**src/rtl/barrel_pkg.sv**
```systemverilog
// Shared constants, word/amount types and the rotate-left helper for the barrel rotate path.
package barrel_pkg;
  localparam int BARREL_W     = 8;
  localparam int BARREL_AMT_W = $clog2(BARREL_W);

  typedef logic [BARREL_W-1:0]     word_t;
  typedef logic [BARREL_AMT_W-1:0] amt_t;

  // Rotate left by sh (any integer, reduced mod BARREL_W); bits leaving the MSB re-enter at the LSB.
  function automatic word_t rotl(word_t d, int sh);
    int s;
    s = ((sh % BARREL_W) + BARREL_W) % BARREL_W;
    return word_t'((d << s) | (d >> (BARREL_W - s)));
  endfunction
endpackage

```
**src/rtl/unrot_stage.sv**
```systemverilog
// One elastic valid/ready register slice that rotates left by SHIFT when amt[0] is set.
// The amount is consumed LSB-first; the remaining bits travel down shifted right by one.
// UNROT_PARITY_EN adds a parity bit that rides along with the word.
module unrot_stage
  import barrel_pkg::*;
#(
  parameter int W     = BARREL_W,
  parameter int SHIFT = 1,
  parameter int AMT_W = $clog2(W)
) (
  input  logic             clk,
  input  logic             rst_n,
  input  logic             in_valid_i,
  output logic             in_ready_o,
  input  logic [W-1:0]     in_data_i,
  input  logic [AMT_W-1:0] in_amt_i,
`ifdef UNROT_PARITY_EN
  input  logic             in_par_i,
  output logic             out_par_o,
`endif
  output logic             out_valid_o,
  input  logic             out_ready_i,
  output logic [W-1:0]     out_data_o,
  output logic [AMT_W-1:0] out_amt_o
);
  logic             valid_q, valid_d;
  logic [W-1:0]     data_q, data_d;
  logic [AMT_W-1:0] amt_q, amt_d;
  logic             load;

  // Ready depends only on this slot and downstream, never on in_valid.
  assign in_ready_o = !valid_q || out_ready_i;
  assign load       = in_valid_i && in_ready_o;

  always_comb begin
    valid_d = valid_q;
    data_d  = data_q;
    amt_d   = amt_q;
    if (load) begin
      valid_d = 1'b1;
      data_d  = in_amt_i[0] ? {in_data_i[W-1-SHIFT:0], in_data_i[W-1:W-SHIFT]} : in_data_i;
      amt_d   = in_amt_i >> 1;
    end else if (out_ready_i) begin
      valid_d = 1'b0;
    end
  end

  always_ff @(posedge clk or negedge rst_n) begin
    if (!rst_n) begin
      valid_q <= 1'b0;
      data_q  <= '0;
      amt_q   <= '0;
    end else begin
      valid_q <= valid_d;
      data_q  <= data_d;
      amt_q   <= amt_d;
    end
  end

`ifdef UNROT_PARITY_EN
  logic par_q;
  always_ff @(posedge clk or negedge rst_n) begin
    if (!rst_n)    par_q <= 1'b0;
    else if (load) par_q <= in_par_i;
  end
  assign out_par_o = par_q;
`endif

  assign out_valid_o = valid_q;
  assign out_data_o  = data_q;
  assign out_amt_o   = amt_q;
endmodule

```
**src/rtl/barrel_unrotator_pipe.sv**
```systemverilog
// Elastic log2(W)-stage rotate-left pipeline undoing the rotate-right shifter.
// Optional feature macro: UNROT_PARITY_EN (carries in_par, flags out_perr).
module barrel_unrotator_pipe
  import barrel_pkg::*;
#(
  parameter  int W     = BARREL_W,
  localparam int AMT_W = $clog2(W)
) (
  input  logic             clk,
  input  logic             rst_n,
  input  logic             in_valid,
  output logic             in_ready,
  input  logic [W-1:0]     in_data,
  input  logic [AMT_W-1:0] in_amt,
`ifdef UNROT_PARITY_EN
  input  logic             in_par,
  output logic             out_perr,
`endif
  output logic             out_valid,
  input  logic             out_ready,
  output logic [W-1:0]     out_data
);
  // Index k is the boundary feeding stage k; index AMT_W is the pipe output.
  logic [AMT_W:0]            vld_pipe;
  logic [AMT_W:0]            rdy_pipe;
  logic [AMT_W:0][W-1:0]     data_pipe;
  logic [AMT_W:0][AMT_W-1:0] amt_pipe;
`ifdef UNROT_PARITY_EN
  logic [AMT_W:0]            par_pipe;
  assign par_pipe[0] = in_par;
`endif

  assign vld_pipe[0]      = in_valid;
  assign data_pipe[0]     = in_data;
  assign amt_pipe[0]      = in_amt;
  assign in_ready         = rdy_pipe[0];
  assign rdy_pipe[AMT_W]  = out_ready;

  for (genvar k = 0; k < AMT_W; k++) begin : g_stage
    unrot_stage #(.W(W), .SHIFT(1 << k), .AMT_W(AMT_W)) u_stage (
      .clk         (clk),
      .rst_n       (rst_n),
      .in_valid_i  (vld_pipe[k]),
      .in_ready_o  (rdy_pipe[k]),
      .in_data_i   (data_pipe[k]),
      .in_amt_i    (amt_pipe[k]),
`ifdef UNROT_PARITY_EN
      .in_par_i    (par_pipe[k]),
      .out_par_o   (par_pipe[k+1]),
`endif
      .out_valid_o (vld_pipe[k+1]),
      .out_ready_i (rdy_pipe[k+1]),
      .out_data_o  (data_pipe[k+1]),
      .out_amt_o   (amt_pipe[k+1])
    );
  end

  // Every amount bit has been consumed by the last stage.
  logic unused_amt;
  assign unused_amt = ^amt_pipe[AMT_W];

  assign out_valid = vld_pipe[AMT_W];
  assign out_data  = data_pipe[AMT_W];

`ifdef UNROT_PARITY_EN
  // Rotation preserves parity, so any difference is a carried-bit or datapath error.
  assign out_perr = out_valid & (^out_data ^ par_pipe[AMT_W]);
`endif
endmodule

```
**config.mk**
```make
export PLATFORM = sky130hd
export DESIGN_NAME = barrel_unrotator_pipe
export DESIGN_NICKNAME = d
export VERILOG_FILES = /design/src/rtl/barrel_pkg.sv /design/src/rtl/unrot_stage.sv /design/src/rtl/barrel_unrotator_pipe.sv
export SDC_FILE = /design/constraint.sdc
export NUM_CORES = 1
export LEC_CHECK = 0
export CAP_MARGIN = 20
export CORE_ASPECT_RATIO = 1.4
export CORE_MARGIN = 2
export CORE_UTILIZATION = 55
export CTS_BUF_LIST = sky130_fd_sc_hd__clkbuf_4
export CTS_CLUSTER_DIAMETER = 200
export CTS_CLUSTER_SIZE = 40
export DETAILED_ROUTE_END_ITERATION = 8
export GPL_ROUTABILITY_DRIVEN = 1
export PLACE_DENSITY = 0.92
export SLEW_MARGIN = 10
export SYNTH_ARGS = -nofsm -noshare
export SYNTH_HDL_FRONTEND = slang
export SYNTH_SLANG_ARGS = --single-unit
```
**constraint.sdc**
```tcl
create_clock -name clk -period 2 [get_ports clk]
set_clock_uncertainty 0.2 [all_clocks]
set_input_delay 0.4 -clock clk [delete_from_list [all_inputs] [get_ports clk]]
set_output_delay 0.4 -clock clk [all_outputs]
set_load 0.01 [all_outputs]
```
==> impl_metrics.ini, run 1 <==
[timing]
slew_headroom_pct = 70.62
setup_viol = 0
rsz0062_at_grt = false
min_period_ns = 1.953
slew_viol_final = 0
setup_slack_ns = 0.04738
hold_viol_final = 0
hold_ws_ns = 0.2504
tightest_slew_ns = 0.4407
post-route-period-util_pct = 97.63
max_freq_ghz = 0.5121

[routing]
drt_iter0_markers = 5
routedWlPerCell_um = 13.60
drt.antenna.violating_nets = 0
wl_um = 2557
vias = 1038
via_per_inst = 5.521
drtPass1Iterations = 4
drc = 0

[layout]
final_cell_mix = dfrtp_1 (29), mux2i_1 (24), a21oi_1 (24), clkdlybuf4s50_1 (23), a31oi_1 (16)
synthToLayoutAreaGrowth_pct = 15.71
layout-drive-gt1-share_pct = 19.08
nets = 166
diodes = 0
layout.cells.non_filler = 188
final_common_cell = dfrtp_1

[pwr]
switching_share_pct = 31.69
p_seq_share_pct = 49.7
p_sw_mw = 0.5640
power.density_nw_per_um2 = 995.4
pwr-share-comb_pct = 31.0
peakVddDrop_mv = 0.6235
p_leak_nw = 0.7559
internal_power_mw = 1.216
power.share.clock_pct = 19.3

[run_status]
status = complete, no violations

[floorplan]
initial_core_util_pct = 58.48
core_area_um2 = 2643
die-area_um2 = 3255
die_x_um = 48.80
io_pins = 25
die_h_um = 66.72
num_rows = 22

[critical_path]
critical_path_required_ns = 1.40
r2r_slack_ns = 0.48
cp_max_fo = 3
cp-start-kind = input port
endpoint_kind = output pin
r2r_cells = 4
crit_type = input port to output pin
rr_startpoint = g_stage[2].u_stage.out_valid_o
cp.arrival_ns = 1.35
reg2reg_to = g_stage[0].u_stage.out_amt_o[0]

[clock_network]
cts_root_buf = clkbuf_4
clock_latency_ns = 0.33
htreeDepth = 2
cts.repair.resized = 2
cts-buffers-inserted = 5
clk_path_buf_depth = 2
path_clk_slew_ns = 0.09
cts_tree = built
post_cts_buffers = 0
cts_hold_buf = 0
cts.sinks = 30

[global_routing]
grt-ovfl-total = 0
grt_pass1_wl_um = 4395
track_usage_pct = 18.06
grt_max_degree = 31
antenna_found_initial = 0
grt_pass1_vias = 994

[synth]
syn_inst = 134
yosysWarnings = 0
synth_seq_area_share_pct = 48.58
synth_area_um2 = 1545
synth.avg_cell_area_um2 = 11.53
synth_seq_cells = 30
synth_nets = 149
synth_cell_types = 18

[place]
place_inst = 180
dp_slack_ns = -0.2212
place_congestion = 0.7242
dp_hpwl_um = 1906
numPortBuffers = 24

[job]
maxCapViolCount = 0

[worst_hold_path]
hp-class = input port to asynchronous set/reset pin
## cell families after synthesis
family	after synthesis	share of synthesized area, %
AO/OA/AOI/OAI	48	18.79
buffers and inverters	20	9.149
flip-flops	30	48.58
multiplexers	27	17.73
AND/OR/NAND/NOR	9	5.749
## worst max-delay path, cell delays in order
cell             delay, ns
clkdlybuf4s50_1       0.45
nand4b_4              0.20
dlygate4sd2_1         0.30
## cells in the mapped netlist (all sizes together)
master	count	area, um^2
a31oi	16	100.1
and2	1	8.760
buf	15	118.9
dfrtp	30	750.7
a21oi	32	190.2
nand2	2	7.510
nand2b	3	21.27
nand3b	1	20.02
mux2	3	33.78
nand4b	1	23.77
mux2i	24	240.2
or2b	1	7.510
clkbuf	5	22.52
## area by class of cell
| class | count | area, um^2 |
|---|---|---|
| Sequential cell | 30 | 752.0 |
| Fill cell | 218 | 854.6 |
| Tap cell | 36 | 45.04 |
| Clock buffer | 6 | 45.04 |
| Timing Repair Buffer | 30 | 284.0 |
| Multi-Input combinational cell | 84 | 653.1 |
| Clock inverter | 2 | 8.758 |
## how the worst max path moves through the flow
stage	from	end	slack, ns	depth (start not counted)
final	out_ready	in_ready	0.05	3
after detailed placement	out_ready	in_ready	-0.22	3
after global placement	out_ready	in_ready	-0.19	3
after global routing	g_stage[2].u_stage.out_valid_o	out_valid	0.006	1
after CTS	g_stage[2].u_stage.out_valid_o	out_valid	0.04	1
after floorplan	g_stage[2].u_stage.out_valid_o	in_ready	0.52	2
## sequential cells by signal (all words and copies together) (netlist names)
name / count
g_stage.u_stage.out_amt_o: 3
g_stage.u_stage.out_data_o: 24
g_stage.u_stage.out_valid_o: 3
## through the flow
| step | TNS, ns | utilization (%) | power [mW] | area, um^2 |
|---|---|---|---|---|
| 2_1_floorplan | 0 | - | 1.316 | 1545 |
| 3_3_place_gp | -0.1919 | 65.63 | 1.423 | 1734 |
| 3_5_place_dp | -0.2988 | 65.63 | 1.457 | 1734 |
| 4_1_cts | 0 | 67.66 | 1.801 | 1788 |
| 5_1_grt | 0 | 67.66 | 1.893 | 1788 |
| 6_report | 0 | 67.66 | 1.780 | 1788 |
## power groups by stage
stage / clock network, mW / registers [mW] / logic [mW]
detailed placement: 0 / 0.897 / 0.561
floorplan: 0 / 0.839 / 0.477
global route: 0.385 / 0.905 / 0.604
global placement: 0 / 0.881 / 0.542
finish: 0.344 / 0.884 / 0.552
CTS: 0.355 / 0.885 / 0.561
## per-layer routing
metal	global-route usage, %	vias to the layer above	share of wire (%)
met5	0	-	0
met4	8.571	0	1.6
met3	5.605	6	3.2
met2	33.90	24	57
met1	17.97	492	38
li1	-	516	-
Note: power is estimated with default switching activity, not from simulation.
==> run 2: changes to the inputs <==
--- a/config.mk
+++ b/config.mk
@@ -15,6 +15,7 @@
 export DETAILED_ROUTE_END_ITERATION = 8
 export GPL_ROUTABILITY_DRIVEN = 1
 export PLACE_DENSITY = 0.92
+export SKIP_LAST_GASP = 1
 export SLEW_MARGIN = 10
 export SYNTH_ARGS = -nofsm -noshare
 export SYNTH_HDL_FRONTEND = slang
==> constraint.sdc (replaced) <==
create_clock -name clk -period 2.3 [get_ports clk]
set_clock_uncertainty 0.2 [all_clocks]
set_input_delay 0.46 -clock clk [delete_from_list [all_inputs] [get_ports clk]]
set_output_delay 0.46 -clock clk [all_outputs]
set_load 0.01 [all_outputs]
==> run 2 against run 1 <==
  * Critical path depth decreased by 2
  * Setup slack better by 0.17 ns
  * Sequential power fell by 13%
  * Cell count fell by 0.53%
  * Register-to-register slack gained 0.22 ns
  * Design area is 0.77% lower
  * Core utilization down 0.52 points
  * Critical path type is now flop to output pin
  * Highest routed layer unchanged
==> impl_metrics.ini, run 2 (synthesis gave the netlist of run 1 again) <==
[critical_path]
max_stage_delay_ns = 0.59
cp_slowest_cell = clkdlybuf4s50_1
critical_path_required_ns = 1.64
crit_type = flop to output pin
endpoint_kind = output pin
cp.arrival_ns = 1.43
path_cells = clkdlybuf4s50_1
critPathTopFamily = buffers and inverters
crit_buf_inv = 1
cp_max_fo = 4
cp-start-kind = flop

[timing]
rsz0062_at_grt = false
hold_viol_final = 0
slew_viol_final = 0
hold_ws_ns = 0.3038
slew_headroom_pct = 70.38
max_freq_ghz = 0.4793
setup_viol = 0
tightest_slew_ns = 0.4429
post-route-period-util_pct = 90.71
min_period_ns = 2.086

[floorplan]
io_pins = 25
core_area_um2 = 2643
num_rows = 22
initial_core_util_pct = 58.48
die-area_um2 = 3255
die_h_um = 66.72
die_x_um = 48.80

[run_status]
status = complete, no violations

[global_routing]
grt_pass1_wl_um = 4491
track_usage_pct = 18.34
grt_pass1_vias = 1067
grt-ovfl-total = 0
grt_max_degree = 31
antenna_found_initial = 0

[clock_network]
clk_path_buf_depth = 2
cts_root_buf = clkbuf_4
cts-buffers-inserted = 5
clock_latency_ns = 0.34
path_clk_slew_ns = 0.08
cts.sinks = 30
cts_tree = built
htreeDepth = 2

[routing]
drt_iter0_markers = 19
drtPass1Iterations = 4
drt.antenna.violating_nets = 0
wl_um = 2469
routedWlPerCell_um = 13.20
drc = 0
vias = 1041
via_per_inst = 5.567

[layout]
synthToLayoutAreaGrowth_pct = 14.82
fin_util_pct = 67.14
final_common_cell = dfrtp_1
diodes = 0
largest_register_ffs = 24
nets = 165
layout.cells.non_filler = 187
final_cell_mix = dfrtp_1 (30), mux2i_1 (24), a21oi_1 (24), clkdlybuf4s50_1 (23), a31oi_1 (16)
fillers = 219
layout-drive-gt1-share_pct = 16.56

[place]
place_congestion = 0.7349
place_inst = 179
numPortBuffers = 24
dp_hpwl_um = 1853

[pwr]
power.density_nw_per_um2 = 858.4
peakVddDrop_mv = 0.5070
power_mw = 1.523
p_leak_nw = 0.7466

[job]
maxCapViolCount = 0

[worst_hold_path]
hp-class = input port to asynchronous set/reset pin
## run 2: cell count changes in the layout (fill, tap and decap cells not counted)
cell and delta:
dfrtp_1 +1, dfrtp_2 -1, clkinv_1 +2, clkbuf_4 -1, clkinv_2 -1, buf_4 -1
## run 2: layout make-up
| cell class | count | area, um^2 | share of cell area, % |
|---|---|---|---|
| timing repair buffer | 29 | 276.5 | 15.59 |
| tap | 36 | 45.04 | 2.539 |
| clock buffer | 5 | 37.54 | 2.116 |
| clock inverter | 3 | 11.26 | 0.6347 |
| sequential | 30 | 750.7 | 42.31 |
| multi-input combinational | 84 | 653.1 | 36.81 |
## run 2: power by group
part | total, mW | internal [mW] | leakage, nW | switching, mW
logic | 0.474 | 0.273 | 0.396 | 0.201
registers | 0.765 | 0.655 | 0.323 | 0.110
clock network | 0.283 | 0.108 | 0.0277 | 0.175
## run 2: path summary, 6_finish.rpt
| path | startpoint | endpoint | slack, ns | cells past startpoint |
|---|---|---|---|---|
| max in group asynchronous | rst_n | g_stage[2].u_stage.out_data_o[4] | 1.32 | 2 |
| max reg2reg | g_stage[2].u_stage.out_valid_o | g_stage[0].u_stage.out_amt_o[0] | 0.70 | 4 |
| min in group clk | g_stage[2].u_stage.out_data_o[6] | g_stage[2].u_stage.out_data_o[6] | 0.32 | 2 |
| min reg2reg | g_stage[2].u_stage.out_data_o[6] | g_stage[2].u_stage.out_data_o[6] | 0.32 | 2 |
| min | rst_n | g_stage[2].u_stage.out_valid_o | 0.30 | 2 |
| max | g_stage[2].u_stage.out_valid_o | out_valid | 0.21 | 1 |
## run 2: routing by layer
metal  up-vias  global-route usage, %  share of wire (%)
met5         -                      0                  0
met4         0                  9.643                2.6
met3         8                  5.381                5.5
met2        33                  35.96                 55
met1       483                  16.74                 36
li1        517                      -                  -
## run 2: repair_timing
item                       4_1_cts  5_1_grt
setup endpoints to repair        1        0
resized for setup                1        0
setup buffers                    0        0
hold buffers                     0        0
## run 2: per-stage QoR
step | cell area, um^2 | TNS [ns] | worst slack [ns]
after floorplan | 1545 | 0 | 0.7570
after global placement | 1727 | -0.01400 | -0.01400
after detailed placement | 1727 | -0.03798 | -0.03798
after CTS | 1774 | 0 | 0.1997
after global routing | 1774 | 0 | 0.1770
final | 1774 | 0 | 0.2136
==> run 3: changes to the inputs <==
--- a/config.mk
+++ b/config.mk
@@ -8,13 +8,13 @@
 export CAP_MARGIN = 20
 export CORE_ASPECT_RATIO = 1.4
 export CORE_MARGIN = 2
-export CORE_UTILIZATION = 55
+export CORE_UTILIZATION = 29
 export CTS_BUF_LIST = sky130_fd_sc_hd__clkbuf_4
 export CTS_CLUSTER_DIAMETER = 200
 export CTS_CLUSTER_SIZE = 40
 export DETAILED_ROUTE_END_ITERATION = 8
 export GPL_ROUTABILITY_DRIVEN = 1
-export PLACE_DENSITY = 0.92
+export PLACE_DENSITY = 0.59
 export SKIP_LAST_GASP = 1
 export SLEW_MARGIN = 10
 export SYNTH_ARGS = -nofsm -noshare
==> run 3 against run 2 <==
  * Routed wire length is 5.8% higher
  * Via count decreased by 1.5%
  * Design area up 5.1%
  * Global-route usage shrank 8.4 points
  * Hold slack better by 0.0080 ns
  * Critical path depth up 2
  * Total power grew 15%
  * Cell count increased by 16%
==> impl_metrics.ini, run 3 (synthesis gave the netlist of run 1 again) <==
[routing]
drt_iter0_markers = 27
vias = 1025
via_per_inst = 4.724
drtPass1Iterations = 3
wl_um = 2611
routedWlPerCell_um = 12.03
drt.antenna.violating_nets = 0
drc = 0

[layout]
final_cell_mix = dfrtp_1 (30), mux2i_1 (24), a21oi_1 (24), clkdlybuf4s50_1 (23), a31oi_1 (16)
fillers = 526
final_common_cell = dfrtp_1
final_cell_area_um2 = 1864
register_area_um2 = 750.7
diodes = 0
multi_input_area_um2 = 653.1
layout-drive-gt1-share_pct = 17.88
largest_register_ffs = 24
layout.cells.non_filler = 217
nets = 165
synthToLayoutAreaGrowth_pct = 20.65

[global_routing]
grt_max_degree = 31
top_usage_layer = met2
grt_pass1_vias = 993
use_met3_pct = 3.367
use_met2_pct = 16.58
use_met1_pct = 11.59
antenna_found_initial = 0
grt_pass1_wl_um = 4602
track_usage_pct = 9.949
grt-ovfl-total = 0

[clock_network]
htreeDepth = 2
path_clk_slew_ns = 0.09
clk_path_buf_depth = 2
clock_latency_ns = 0.31
cts.sinks = 30
cts_hold_buf = 0
cts_root_buf = clkbuf_4
cts.repair.resized = 1
cts_tree = built
post_cts_buffers = 0
cts-buffers-inserted = 5

[floorplan]
die-area_um2 = 5936
die_h_um = 90.37
io_pins = 25
core_area_um2 = 5159
initial_core_util_pct = 29.95
die_x_um = 65.69
num_rows = 31

[place]
dp_slack_ns = -0.03163
place_congestion = 0.7380
dp_hpwl_um = 1969
numPortBuffers = 24
place_inst = 209
post_dp_cell_area_um2 = 1764

[critical_path]
crit_type = input port to output pin
cp_slowest_cell = clkdlybuf4s50_1
max_stage_delay_ns = 0.44
critPathTopFamily = buffers and inverters
critPathLaunch = out_ready
crit_buf_inv = 2
rr_startpoint = g_stage[2].u_stage.out_valid_o
critical_path_required_ns = 1.64
cp-start-kind = input port
cp_max_fo = 3
endpoint_kind = output pin
cp.arrival_ns = 1.42
path_cells = clkdlybuf4s50_1, nand4b_4, dlygate4sd2_1

[timing]
tightest_slew_ns = 0.4559
setup_viol = 0
hold_ws_ns = 0.3118
min_period_ns = 2.081
rsz0062_at_grt = false
max_freq_ghz = 0.4805
post-route-period-util_pct = 90.48
setup_slack_ns = 0.2189
slew_viol_final = 0
hold_viol_final = 0
tns_ns = 0
slew_headroom_pct = 69.60

[pwr]
switching_share_pct = 27.92
internal_power_mw = 1.263
p_sw_mw = 0.4894
p_leak_nw = 0.7717
p_seq_share_pct = 43.8
peakVddDrop_mv = 0.2407
power.density_nw_per_um2 = 940.1
pwr-share-comb_pct = 27.1
power.share.clock_pct = 29.1

[run_status]
status = complete, no violations

[job]
maxCapViolCount = 0

[worst_hold_path]
hp-class = flop to flop
hp-start = g_stage[0].u_stage.out_amt_o[1]
run 3: changes by cell type in the layout (fill, tap and decap cells not counted):
cell       before  now
bufinv_16       0    2
clkinv_1        3    1
run 3: cell type report:
cell class                 count  share of cell area, %
tap                           66                  4.430
clock inverter                 3                  3.423
clock buffer                   5                  2.013
timing repair buffer          29                  14.83
sequential                    30                  40.27
multi-input combinational     84                  35.03
run 3: worst reg2reg max path, delay by kind of cell (launching register included):
kind                   cells  cell delay (ns)
AND/OR/NAND/NOR            2             0.27
buffers and inverters      1             0.22
multiplexers               1             0.33
flip-flops                 1             0.49
run 3: power groups by stage:
stage	sequential (mW)	clock, mW	combinational [mW]
after floorplan	0.729	0	0.415
after global placement	0.769	0	0.475
after detailed placement	0.781	0	0.484
after CTS	0.771	0.527	0.484
after global routing	0.789	0.552	0.532
final	0.768	0.509	0.475
run 3: per-stage QoR:
stage	power, mW	util, %
2_1_floorplan	1.144	-
3_3_place_gp	1.245	34.20
3_5_place_dp	1.264	34.20
4_1_cts	1.782	36.14
5_1_grt	1.873	36.14
6_report	1.753	36.14
run 3: metal layers:
layer / part of all wire (%) / up-vias
li1: - / 518
met1: 42 / 481
met2: 52 / 24
met3: 4.8 / 2
met4: 0.80 / 0
met5: 0 / -
run 3: path summary, 6_finish.rpt:
| path | slack (ns) | to | depth (start not counted) |
|---|---|---|---|
| min in group asynchronous | 0.32 | g_stage[2].u_stage.out_data_o[5] | 2 |
| worst min-delay path | 0.31 | g_stage[0].u_stage.out_amt_o[1] | 1 |
| max in group asynchronous | 1.30 | g_stage[1].u_stage.out_data_o[7] | 2 |
| worst max-delay path | 0.22 | in_ready | 3 |
| worst max register to register | 0.68 | g_stage[0].u_stage.out_amt_o[1] | 4 |
| worst min register to register | 0.31 | g_stage[0].u_stage.out_amt_o[1] | 1 |
